--- src/rtl/des_decrypt_key_schedule.sv ---
// DES key schedule issuing round subkeys in decryption order (K16 first, K1 last).
// Build option: define DES_KEY_PARITY_CHECK_EN to reject keys whose bytes lack odd parity.
module des_decrypt_key_schedule #(
  parameter int NUM_ROUNDS = 16  // fixed by DES; do not override
) (
  input  logic        clk,
  input  logic        rst,
  input  logic        KeySched_Start,
  input  logic [64:1] KeySched_Key,
  input  logic        KeySched_Next,
  output logic [48:1] KeySched_Round_Key,
  output logic [4:1]  KeySched_Round_Num,
  output logic        KeySched_Key_Valid,
  output logic        KeySched_Finish_Flag,
  output logic        KeySched_Parity_Error
);

  typedef enum logic [1:0] {IDLE = 2'd0, ISSUE = 2'd1, DONE = 2'd2} state_t;

  localparam logic [4:0] LAST_ROUND = 5'(NUM_ROUNDS);

  // DES bit numbers: PC-1 selects from the 64-bit key, PC-2 from the 56-bit C||D.
  localparam int PC1_TAB [56] = '{
    57, 49, 41, 33, 25, 17,  9,  1, 58, 50, 42, 34, 26, 18,
    10,  2, 59, 51, 43, 35, 27, 19, 11,  3, 60, 52, 44, 36,
    63, 55, 47, 39, 31, 23, 15,  7, 62, 54, 46, 38, 30, 22,
    14,  6, 61, 53, 45, 37, 29, 21, 13,  5, 28, 20, 12,  4};
  localparam int PC2_TAB [48] = '{
    14, 17, 11, 24,  1,  5,  3, 28, 15,  6, 21, 10,
    23, 19, 12,  4, 26,  8, 16,  7, 27, 20, 13,  2,
    41, 52, 31, 37, 47, 55, 30, 40, 51, 45, 33, 48,
    44, 49, 39, 56, 34, 53, 46, 42, 50, 36, 29, 32};

  function automatic logic [56:1] pc1(input logic [64:1] key);
    logic [56:1] cd;
    cd = 56'd0;
    for (int i = 0; i < 56; i++) begin
      cd[6'(56 - i)] = key[7'(65 - PC1_TAB[i])];
    end
    return cd;
  endfunction

  function automatic logic [48:1] pc2(input logic [56:1] cd);
    logic [48:1] rk;
    rk = 48'd0;
    for (int i = 0; i < 48; i++) begin
      rk[6'(48 - i)] = cd[6'(57 - PC2_TAB[i])];
    end
    return rk;
  endfunction

`ifdef DES_KEY_PARITY_CHECK_EN
  function automatic logic key_parity_ok(input logic [64:1] key);
    logic ok;
    ok = 1'b1;
    for (int b = 0; b < 8; b++) begin
      ok = ok & (^key[6'(8 * b + 1) +: 8]);
    end
    return ok;
  endfunction
`endif

  state_t      state_r, state_s;
  logic [28:1] c_r, d_r, c_s, d_s;
  logic [4:0]  round_r, round_s, new_round_s;
  logic        load_s, parity_fail_s;
  logic        key_valid_r, finish_r, parity_err_r;
  logic        key_valid_s, finish_s, parity_err_s;

  // Start acceptance, optionally gated by key byte parity
  always_comb begin
    load_s        = 1'b0;
    parity_fail_s = 1'b0;
    if (state_r == IDLE && KeySched_Start) begin
`ifdef DES_KEY_PARITY_CHECK_EN
      if (key_parity_ok(KeySched_Key)) begin
        load_s = 1'b1;
      end else begin
        parity_fail_s = 1'b1;
      end
`else
      load_s = 1'b1;
`endif
    end else begin
      load_s = 1'b0;
    end
  end

  // State register
  always_ff @(posedge clk or posedge rst) begin
    if (rst) begin
      state_r <= IDLE;
    end else begin
      state_r <= state_s;
    end
  end

  // Next-state logic
  always_comb begin
    state_s = state_r;
    case (state_r)
      IDLE:    if (load_s) state_s = ISSUE; else state_s = IDLE;
      ISSUE:   if (KeySched_Next && round_r == LAST_ROUND) state_s = DONE; else state_s = ISSUE;
      DONE:    state_s = IDLE;
      default: state_s = IDLE;
    endcase
  end

  // Output decode, registered below so the flags come straight from flops
  always_comb begin
    key_valid_s  = (state_s == ISSUE);
    finish_s     = (state_s == DONE);
    parity_err_s = parity_fail_s;
  end

  // Output flag registers
  always_ff @(posedge clk or posedge rst) begin
    if (rst) begin
      key_valid_r  <= 1'b0;
      finish_r     <= 1'b0;
      parity_err_r <= 1'b0;
    end else begin
      key_valid_r  <= key_valid_s;
      finish_r     <= finish_s;
      parity_err_r <= parity_err_s;
    end
  end

  // C/D rotation: right shifts undo the encrypt left shifts, one or two per round
  always_comb begin
    c_s         = c_r;
    d_s         = d_r;
    round_s     = round_r;
    new_round_s = round_r + 5'd1;
    if (load_s) begin
      {c_s, d_s} = pc1(KeySched_Key);
      round_s    = 5'd1;
    end else if (state_r == ISSUE && KeySched_Next) begin
      if (round_r == LAST_ROUND) begin
        round_s = 5'd0;
      end else if (new_round_s == 5'd2 || new_round_s == 5'd9 || new_round_s == 5'd16) begin
        c_s     = {c_r[1], c_r[28:2]};
        d_s     = {d_r[1], d_r[28:2]};
        round_s = new_round_s;
      end else begin
        c_s     = {c_r[2:1], c_r[28:3]};
        d_s     = {d_r[2:1], d_r[28:3]};
        round_s = new_round_s;
      end
    end else begin
      round_s = round_r;
    end
  end

  // C/D and round counter registers
  always_ff @(posedge clk or posedge rst) begin
    if (rst) begin
      c_r     <= 28'd0;
      d_r     <= 28'd0;
      round_r <= 5'd0;
    end else begin
      c_r     <= c_s;
      d_r     <= d_s;
      round_r <= round_s;
    end
  end

  // Round 16 wraps to 4'b0000 on the 4-bit port; Key_Valid distinguishes it from idle.
  assign KeySched_Round_Key    = pc2({c_r, d_r});
  assign KeySched_Round_Num    = round_r[3:0];
  assign KeySched_Key_Valid    = key_valid_r;
  assign KeySched_Finish_Flag  = finish_r;
  assign KeySched_Parity_Error = parity_err_r;

endmodule

--- config.mk ---
export PLATFORM = sky130hd
export DESIGN_NAME = des_decrypt_key_schedule
export DESIGN_NICKNAME = d
export VERILOG_FILES = /design/src/rtl/des_decrypt_key_schedule.sv
export SDC_FILE = /design/constraint.sdc
export NUM_CORES = 1
export LEC_CHECK = 0
export CORE_UTILIZATION = 48
export DETAILED_ROUTE_END_ITERATION = 7
export PLACE_DENSITY = 0.94
export SETUP_SLACK_MARGIN = 0.05
export SYNTH_ARGS = -nofsm -noshare
export SYNTH_HDL_FRONTEND = slang
export SYNTH_SLANG_ARGS = --single-unit
--- constraint.sdc ---
create_clock -name clk -period 2.5 [get_ports clk]
set_clock_uncertainty 0.1 [all_clocks]
set_input_delay 0.5 -clock clk [delete_from_list [all_inputs] [get_ports clk]]
set_output_delay 0.5 -clock clk [all_outputs]
set_load 0.01 [all_outputs]
Word-level counts from Yosys, hierarchy flattened:

Cells that the tools add are included.

* input port bits: 68
* register bits: 65

* muxes and demuxes: 15
* $add $sub $neg: 1
* reduce and logical (&&, ||, !) cells: 8
* equality and inequality tests: 8

Operators with widths (count)
* 28-bit two-way mux: 8
* 5-bit two-way mux: 3
* 5-bit equality test, second input constant: 2
* 5-bit by 1-bit adder with 5-bit output, second input constant: 1
* 5-bit by 2-bit equality test with 1-bit output, second input constant: 1
* 5-bit by 4-bit equality test with 1-bit output, second input constant: 1
* 2-bit by 1-bit equality test with 1-bit output, second input constant: 2
* 2-bit one-hot mux with 2 select lines: 1
* 1-bit logical AND: 3
* 2-bit equality test, second input constant: 1
* 2-bit zero test: 1
* 1-bit logical OR: 2
* 1-bit two-way mux: 2
* 2-bit two-way mux: 1
* 2-bit != test, second input constant: 1
* 2-bit AND reduction: 1
* 2-bit nonzero test: 1

Logic depth before layout (Yosys ltp):

Gate-level depths: netlist (run 1).

* depth after elaboration: 8
* depth in mapped cells: 9
* depth with buffers taken out: 7

Least setup slack after synthesis (run 1):

OpenSTA, ideal clock, no wires.

* path kind: register -> register
* start point: register round_r[0]
* end point: register c_r[27] (netlist bit)
* clock period less this slack: 2022 ps
* setup slack: 478 ps
* data required time: 2313 ps
* path buffers: 2
* arrival time: 1836 ps
* stages on the path, launching flop included: 9
* path through: dfrtp_1 -> ha_1 -> and3_1 -> a21oi_1 -> o211a_1 -> buf_6 -> buf_6 -> or3_1 -> o211ai_1

* longest elaborated chain between the ends: 8

RTL lines
* start: declaration: RTL line 65 `logic [4:0] round_r, round_s, new_round_s;`
* start signal: assignment: RTL line 164 `round_r <= round_s;`
* 5-bit by 1-bit adder with 5-bit output: RTL line 134 `new_round_s = round_r + 5'd1;`
* 5-bit by 2-bit equality test with 1-bit output or 5-bit by 4-bit equality test with 1-bit output (tied branches): RTL line 141 `end else if (new_round_s == 5'd2 || new_round_s == 5'd9 || new_round_s == 5'd16) begin`
* 1-bit logical OR (2 in series): RTL line 141
* 28-bit two-way mux: RTL line 141
* 28-bit two-way mux: RTL line 139 `if (round_r == LAST_ROUND) begin`
* 28-bit two-way mux: RTL line 138 `end else if (state_r == ISSUE && KeySched_Next) begin`
* 28-bit two-way mux: RTL line 135 `if (load_s) begin`
* end signal: assignment: RTL line 162 `c_r <= c_s;`
* end: declaration: RTL line 64 `logic [28:1] c_r, d_r, c_s, d_s;`

Parallel ways exist; a longest one is shown, timed or not. The select of a mux whose other input is x is not followed.
A chain may end at the register's enable or synchronous reset.

Final worst setup path (run 1):

* start point: register round_r[0]
* end point: register c_r[4] (netlist bit)

Same word-level chain as after synthesis.

==> results of run 1 <==
==> worst min-delay path, delay by kind of cell, from the launching register on <==
family | cells | cell delay, ns
AO/OA/AOI/OAI | 1 | 0.09
AND/OR/NAND/NOR | 1 | 0.07
flip-flops | 1 | 0.34
==> report_power, final <==
| group | internal, mW | switching [mW] |
|---|---|---|
| Combinational | 1.13 | 1.56 |
| Sequential | 1.45 | 0.295 |
| Clock | 0.598 | 0.405 |
==> state kept, by name, indices dropped and copies added, names as in the netlist <==
signal,flops
round_r,5
KeySched_Finish_Flag,1
c_r,28
state_r,2
d_r,28
KeySched_Key_Valid,1
==> final cells by class <==
cell class,instances,area (sq um)
Sequential cell,65,1630
Clock inverter,1,30.0
Inverter,3,11.3
Timing Repair Buffer,88,915
Fill cell,636,3340
Tap cell,105,131
Clock buffer,15,196
Multi-Input combinational cell,329,1930
==> cell families (layout without fill, tap and decap cells) <==
family                     Yosys count  count (layout)  share of synthesized area (%)
AOI/OAI and AO/OA                   96              96                           15.8
xor gates and xnor gates             3               3                          0.654
adders and majority gates            5               5                           1.56
buffers and inverters               97             107                           15.5
DFF                                 65              65                           40.4
muxes                                1               1                          0.249
other                                1              24                         0.0933
and+or+nand+nor                    197             200                           25.7
==> stage by stage <==
stage / std cells / area (sq um)
after floorplan: 488 / 4110
after CTS: 601 / 4740
after detailed placement: 584 / 4480
after global routing: 606 / 4840
after global placement: 584 / 4480
final: 606 / 4840
==> how the worst min path moves through the flow <==
stage / from / to / slack, ns / depth (start not counted)
3_3_place_gp: c_r[27] / c_r[27] / 0.41 / 2
5_1_grt: c_r[13] / c_r[13] / 0.46 / 2
2_1_floorplan: c_r[27] / c_r[27] / 0.39 / 2
3_5_place_dp: c_r[27] / c_r[27] / 0.42 / 2
4_1_cts: c_r[14] / c_r[14] / 0.43 / 2
6_report: c_r[27] / c_r[27] / 0.43 / 2
==> per-layer routing <==
| layer | GRT usage, % | part of all wire, % | up-vias |
|---|---|---|---|
| met5 | 0 | 0 | - |
| met3 | 4.80 | 9.1 | 38 |
| met1 | 30.5 | 39 | 1765 |
| met4 | 8.33 | 2.8 | 0 |
| met2 | 38.4 | 50 | 241 |
| li1 | - | - | 1645 |
==> timing repair <==
| item | in CTS | in global routing |
|---|---|---|
| endpoints found under the setup margin | 56 | 56 |
| setup buffers | 0 | 1 |
| pin swaps | 1 | 3 |
| cloned | 1 | 4 |
| gates resized for setup | 5 | 8 |
==> layout by cell type (no fill, tap or decap), types with 2 or more instances in the layout <==
master           instances
nand3_1                 27
nor2_4                   5
clkbuf_8                14
and3_1                  32
o21ai_0                  3
ha_1                     5
dfrtp_1                 65
o211ai_1                57
buf_6                    3
or3_1                   56
inv_1                    2
nor2_1                   4
clkdlybuf4s50_1         65
nor2b_1                  2
xnor2_1                  2
nand2b_1                 2
buf_4                   14
a21oi_1                 33
and2_1                   2
buf_12                   5
conb_1                  24
nand2_1                 65
==> flow_summary.toml, run 1 <==
[critical_path]
r2r_slack_ns = 0.14
critical_path.max_stage_delay_ns = 0.46
cp.depth = 9
end_kind = "register"
critPathBufInv = 3
crit_end = "c_r[4]"
arrival_ns = 2.45
crit_start = "round_r[0]"
r2r_cells = 9
cp_top_family = "buffers and inverters"
crit_chain = "ha_1 -> buf_4 -> xnor2_1 -> nand2_1 -> nor3_4 -> buf_12 -> buf_12 -> or3_1 -> o211ai_1"
critical_path.most_common_cell = "buf_12"
r2r-start = "round_r[0]"
critPathSlowestCell = "dfrtp_1"
crit_fanout = 28
worstSetupStartpointType = "register"
rr_endpoint = "c_r[4]"
worst-endpoint-required_ns = 2.59
critPathKind = "reg2reg"

[cts]
htreeDepth = 3
cts_tree = "built"
cts_num_sinks = 65
postCtsHoldBufs = 0
path_clk_slew_ns = 0.07
clock_path_buffers = 2
cts.root.buffer_cell = "clkbuf_8"
cts_buffers = 9
clk_latency_ns = 0.34

[placed_design]
dp_hpwl_microns = 5790
post-place-ws_ns = -0.176
finalWeightedCongestion = 0.785
io_buffers = 65

[final_layout]
post-route-util_pct = 59.2
num-nets-final = 569
antenna_cells = 0
drive_gt1_share_pct = 9.58
areaGrowthSynthToFinish_pct = 20.3

[pwr]
peakVddDrop_uv = 558
power_mw = 5.44
power_density_mw_per_mm2 = 1120
p_leak_nw = 2.03

[yosys]
ys.flop_type = "dfrtp_1"
synth_edf_count = 0
yosys_register_bits = 65
seq_area_frac_synth_pct = 40.4
yosysTopAreaCellShare_pct = 40.4
yosys-top-cells-count = "65 x dfrtp_1, 65 x nand2_1, 57 x o211ai_1, 56 x or3_1, 54 x buf_4"
syn-cell-area_sq_mm = 0.00402
synthDistinctLibCells = 33
ys_warn_count = 0
async_flop_share_pct = 100
synth_area_leaders = "dfrtp_1 40%, o211ai_1 11%, buf_4 10%"
syn_avg_cell_area_sq_um = 8.65
synthCells = 465
synth_top_area_cell = "dfrtp_1"

[global_routing]
grt_pass1_vias = 3266
grt_max_degree = 66
antenna_found_initial = 0
grt_usage_pct = 23.4
grt_overflow = 0
grt_pass1_wl_microns = 16000

[floorplan]
die_w_microns = 93.5
start_util_pct = 49.2
rows = 33
core_area_sq_mm = 0.00818
io_pins = 123
die_h_microns = 93.5
die-area_sq_mm = 0.00875

[hold_path]
hold_class = "reg2reg"

[routing]
wl_per_cell_microns = 18.1
drc_errors = 0
vias = 3689
ant_nets = 0
drt_iter0_markers = 570
drt_first_pass_iters = 6
drt_wl_total_microns = 11000
vias_per_cell = 6.09

[status]
status = "finished, final reports clean"

[timing]
finalMaxSlewViolations = 0
hold_violations = 0
finalWorstSetupSlack_ns = 0.141
fin_crit_sh_pct = 94.4
setup_violations = 0
setup_tns_ns = 0
rsz0062_at_grt = "true"
clock.fmax_mhz = 424
fin_crit_ns = 2.36
whs_ns = 0.433

[flow_run]
maxCapViolCount = 0
Note: power is estimated with default switching activity, not from simulation.
==> run 2, diff against run 1 <==
--- a/config.mk
+++ b/config.mk
@@ -5,6 +5,7 @@
 export SDC_FILE = /design/constraint.sdc
 export NUM_CORES = 1
 export LEC_CHECK = 0
+export CAP_MARGIN = 40
 export CORE_UTILIZATION = 48
 export DETAILED_ROUTE_END_ITERATION = 7
 export PLACE_DENSITY = 0.94
==> run 2 against run 1 <==
Worst hold slack improved by 0.0043 ns; global-route usage fell by 1.0 points; register-to-register slack barely moved; worst setup slack improved by 0.0098 ns; via count fell by 5.1%; non-clock buffer count did not move; flip-flop and latch count did not move; total power rose by 3.7%; clock power rose by 29%; core utilization rose by 0.34 points; critical path depth fell by 2.
==> flow_summary.toml, run 2 (synthesized netlist as in run 1, its figures left out) <==
[status]
status = "finished, final reports clean"

[floorplan]
io_pins = 123
rows = 33
start_util_pct = 49.2
die_h_microns = 93.5
die-area_sq_mm = 0.00875
core_area_sq_mm = 0.00818
die_w_microns = 93.5

[timing]
worstMarginPinSlew_ns = 0.611
finalWorstSetupSlack_ns = 0.151
fin_crit_sh_pct = 94.0
whs_ns = 0.437
relSlewSlack_pct = 59.2
setup_violations = 0
setup_tns_ns = 0
clock.fmax_mhz = 426
rsz0062_at_grt = "false"
hold_violations = 0
fin_crit_ns = 2.35
finalMaxSlewViolations = 0

[critical_path]
worst-endpoint-required_ns = 2.61
critPathBufInv = 1
cp_top_family = "compound AO/OA/AOI/OAI gates"
crit_fanout = 56
worstSetupStartpointType = "register"
crit_chain = "ha_1 -> and3_1 -> a21oi_1 -> o211a_1 -> buf_6 -> or3_1 -> o211ai_1"
critPathSlowestCell = "dfrtp_1"
arrival_ns = 2.46
end_kind = "register"
critical_path.max_stage_delay_ns = 0.46
critPathKind = "reg2reg"

[placed_design]
post-place-ws_ns = 0.0142
finalWeightedCongestion = 0.785
dp_cells = 585
place_area_sq_mm = 0.00451
dp_hpwl_microns = 5910
io_buffers = 65

[final_layout]
stdcell_area_sq_mm = 0.00486
antenna_cells = 0
stdcell_count = 604
layout_common_cells = "65 x dfrtp_1, 65 x nand2_1, 65 x clkdlybuf4s50_1"
post-route-util_pct = 59.5
register_area_sq_mm = 0.00163
drive_gt1_share_pct = 9.22
fill_cells = 654
multi_input_area_sq_mm = 0.00189
largestRegisters = "c_r (28), d_r (28), round_r (5)"
num-nets-final = 567
areaGrowthSynthToFinish_pct = 20.9

[global_routing]
grt_pass1_vias = 3197
antenna_found_initial = 0
grt_usage_pct = 22.4
grt_pass1_wl_microns = 15500
grt_max_degree = 66
grt_overflow = 0

[cts]
path_clk_slew_ns = 0.08
htreeDepth = 3
clk_latency_ns = 0.35
cts_buffers = 9
postCtsHoldBufs = 0
cts.root.buffer_cell = "clkbuf_8"
cts_tree = "built"
cts_num_sinks = 65
clock_path_buffers = 2

[hold_path]
hold_class = "in2async"

[flow_run]
maxCapViolCount = 0

[pwr]
p_leak_nw = 2.05
peakVddDrop_uv = 495
power_density_mw_per_mm2 = 1160
power_mw = 5.63

[routing]
vias = 3502
drt_first_pass_iters = 5
drt_iter0_markers = 360
drc_errors = 0
ant_nets = 0
drt_wl_total_microns = 9790
vias_per_cell = 5.80
wl_per_cell_microns = 16.2
==> run 2: worst register-to-register path, cell delays in order (launching register included) <==
cell and delay (ns):
dfrtp_1 0.46, ha_1 0.27, and3_1 0.21, a21oi_1 0.19, o211a_1 0.33, buf_6 0.33, or3_1 0.22, o211ai_1 0.11
==> run 2: cell type report <==
| cell class | instances | area share, % |
|---|---|---|
| Clock buffer | 9 | 2.55 |
| Clock inverter | 7 | 3.42 |
| Inverter | 3 | 0.232 |
| Multi-Input combinational cell | 327 | 38.9 |
| Sequential cell | 65 | 33.4 |
| Tap cell | 105 | 2.70 |
| Timing Repair Buffer | 88 | 18.8 |
==> run 2: worst paths after layout <==
check                           start      end  cells after the start  slack, ns
max in group asynchronous         rst  c_r[28]                      3       1.58
max reg2reg                round_r[0]   d_r[2]                      7       0.15
min in group clk              c_r[27]  c_r[27]                      2       0.44
max                        round_r[0]   d_r[2]                      7       0.15
min reg2reg                   c_r[27]  c_r[27]                      2       0.44
min                               rst  d_r[14]                      3       0.44
==> run 2: power by group <==
group          switching [mW]  total, mW  internal [mW]
clock                   0.429       1.29          0.866
combinational            1.43       2.60           1.17
sequential              0.284       1.74           1.45
==> run 2: what timing repair did <==
| item | CTS | global route |
|---|---|---|
| buffers inserted | 0 | 2 |
| setup endpoints to repair | 0 | 56 |
| gates resized for setup | 0 | 8 |
==> run 2: layer usage <==
layer / global-route usage (%) / vias up / wire length [microns]
li1: - / 1630 / -
met1: 29.0 / 1693 / 4130
met2: 36.8 / 156 / 4840
met3: 4.47 / 23 / 610
met4: 8.46 / 0 / 207
met5: 0 / - / 0
==> run 3, diff against run 2 <==
--- a/config.mk
+++ b/config.mk
@@ -8,7 +8,7 @@
 export CAP_MARGIN = 40
 export CORE_UTILIZATION = 48
 export DETAILED_ROUTE_END_ITERATION = 7
-export PLACE_DENSITY = 0.94
+export PLACE_DENSITY = 0.82
 export SETUP_SLACK_MARGIN = 0.05
 export SYNTH_ARGS = -nofsm -noshare
 export SYNTH_HDL_FRONTEND = slang
==> run 3 against run 2 <==
Via count fell by 3.2%; global-route usage down 1.3 points; cell count fell by 0.99%; worst setup slack better by 0.062 ns; first-iteration DRC count is 19% lower; worst hold slack got worse by 0.026 ns; sequential power hardly changed; combinational power shrank 8.1%; routed wire length fell by 9.1%; flip-flop and latch count did not move; critical path type unchanged.
==> flow_summary.toml, run 3 (synthesized netlist as in run 1, its figures left out) <==
[status]
status = "finished, final reports clean"

[routing]
drc_errors = 0
ant_nets = 0
drt_iter0_markers = 291
vias = 3389
drt_first_pass_iters = 4
vias_per_cell = 5.67
drt_wl_total_microns = 8900
wl_per_cell_microns = 14.9

[global_routing]
grt_pass1_wl_microns = 14600
antenna_found_initial = 0
grt_pass1_vias = 3075
grt_usage_pct = 21.0
grt_overflow = 0
grt_max_degree = 61

[cts]
cts_tree = "built"
path_clk_slew_ns = 0.07
cts_resized = 0
htreeDepth = 3
cts_num_sinks = 65
clk_latency_ns = 0.34
cts_setup_buffers = 0
postCtsHoldBufs = 0
cts.root.buffer_cell = "clkbuf_8"
cts_buffers = 9
clock_path_buffers = 2

[pwr]
p_comb_share_pct = 47.8
clkPwrFrac_pct = 17.8
swShare_pct = 39.4
power_mw = 5.00
p_int_mw = 3.03
p_switching_mw = 1.97
p_leak_nw = 1.98
peakVddDrop_uv = 477
power_density_mw_per_mm2 = 1060
seqPwrFrac_pct = 34.4

[critical_path]
crit_fanout = 56
cp_top_family = "simple AND/OR/NAND/NOR gates"
arrival_ns = 2.39
critical_path.max_stage_delay_ns = 0.45
critPathBufInv = 2
end_kind = "register"
critPathSlowestCell = "dfrtp_1"
worstSetupStartpointType = "register"
critPathKind = "reg2reg"
crit_chain = "ha_1 -> buf_4 -> xnor2_1 -> nand2_1 -> nor3_2 -> buf_8 -> or3_1 -> o211ai_1"
worst-endpoint-required_ns = 2.60

[floorplan]
die_w_microns = 93.5
io_pins = 123
die_h_microns = 93.5
rows = 33
core_area_sq_mm = 0.00818
die-area_sq_mm = 0.00875
start_util_pct = 49.2

[final_layout]
num-nets-final = 562
layout_common_cells = "65 x dfrtp_1, 65 x nand2_1, 65 x clkdlybuf4s50_1"
largestRegisters = "c_r (28), d_r (28), round_r (5)"
stdcell_area_sq_mm = 0.00469
stdcell_count = 598
fill_cells = 702
antenna_cells = 0
areaGrowthSynthToFinish_pct = 16.7
post-route-util_pct = 57.4
drive_gt1_share_pct = 7.91

[placed_design]
finalWeightedCongestion = 0.755
io_buffers = 65
dp_cells = 583
place_area_sq_mm = 0.00449
dp_hpwl_microns = 5540
post-place-ws_ns = 0.0419

[timing]
setup_tns_ns = 0
fin_crit_ns = 2.29
whs_ns = 0.411
setup_violations = 0
rsz0062_at_grt = "false"
hold_violations = 0
finalWorstSetupSlack_ns = 0.213
clock.fmax_mhz = 437
finalMaxSlewViolations = 0
fin_crit_sh_pct = 91.5

[flow_run]
maxCapViolCount = 0

[hold_path]
hold_class = "in2async"
[run 3: cell types whose count changed in the layout (fill, tap and decap cells not counted), sizes merged]
cell | before | now
clkinv | 1 | 2
clkinvlp | 1 | 0
buf | 23 | 19
bufinv | 5 | 1
nor2 | 7 | 6
clkbuf | 9 | 12
[run 3: worst paths after layout]
path                            slack, ns       to  depth (start not counted)  startpoint
worst min register to register       0.43  c_r[27]                          2     c_r[27]
min in group clk                     0.43  c_r[27]                          2     c_r[27]
worst max-delay path                 0.21   d_r[3]                          8  round_r[0]
worst min-delay path                 0.41   d_r[1]                          2         rst
worst max register to register       0.21   d_r[3]                          8  round_r[0]
max in group asynchronous            1.29  d_r[19]                          3         rst
[run 3: area by class of cell]
type	count	area [sq um]	share of cell area, %
Clock inverter	3	40.0	0.853
Inverter	3	11.3	0.240
Multi-Input combinational cell	326	1880	40.0
Sequential cell	65	1630	34.7
Timing Repair Buffer	84	851	18.1
Clock buffer	12	155	3.31
Tap cell	105	131	2.80
[run 3: power groups by stage]
stage	Clock [mW]	Sequential (mW)	Combinational (mW)
final	0.889	1.72	2.39
after global routing	0.935	1.77	2.63
after CTS	0.906	1.72	2.37
after detailed placement	0	1.74	2.36
after global placement	0	1.72	2.25
after floorplan	0	1.66	1.86
[run 3: layer usage]
layer	vias up	GRT usage, %	part of all wire, %	routed length [microns]
li1	1625	-	-	-
met1	1633	29.1	46	4140
met2	120	33.7	47	4140
met3	11	3.50	5.8	514
met4	0	6.54	1.2	106
met5	-	0	0	0
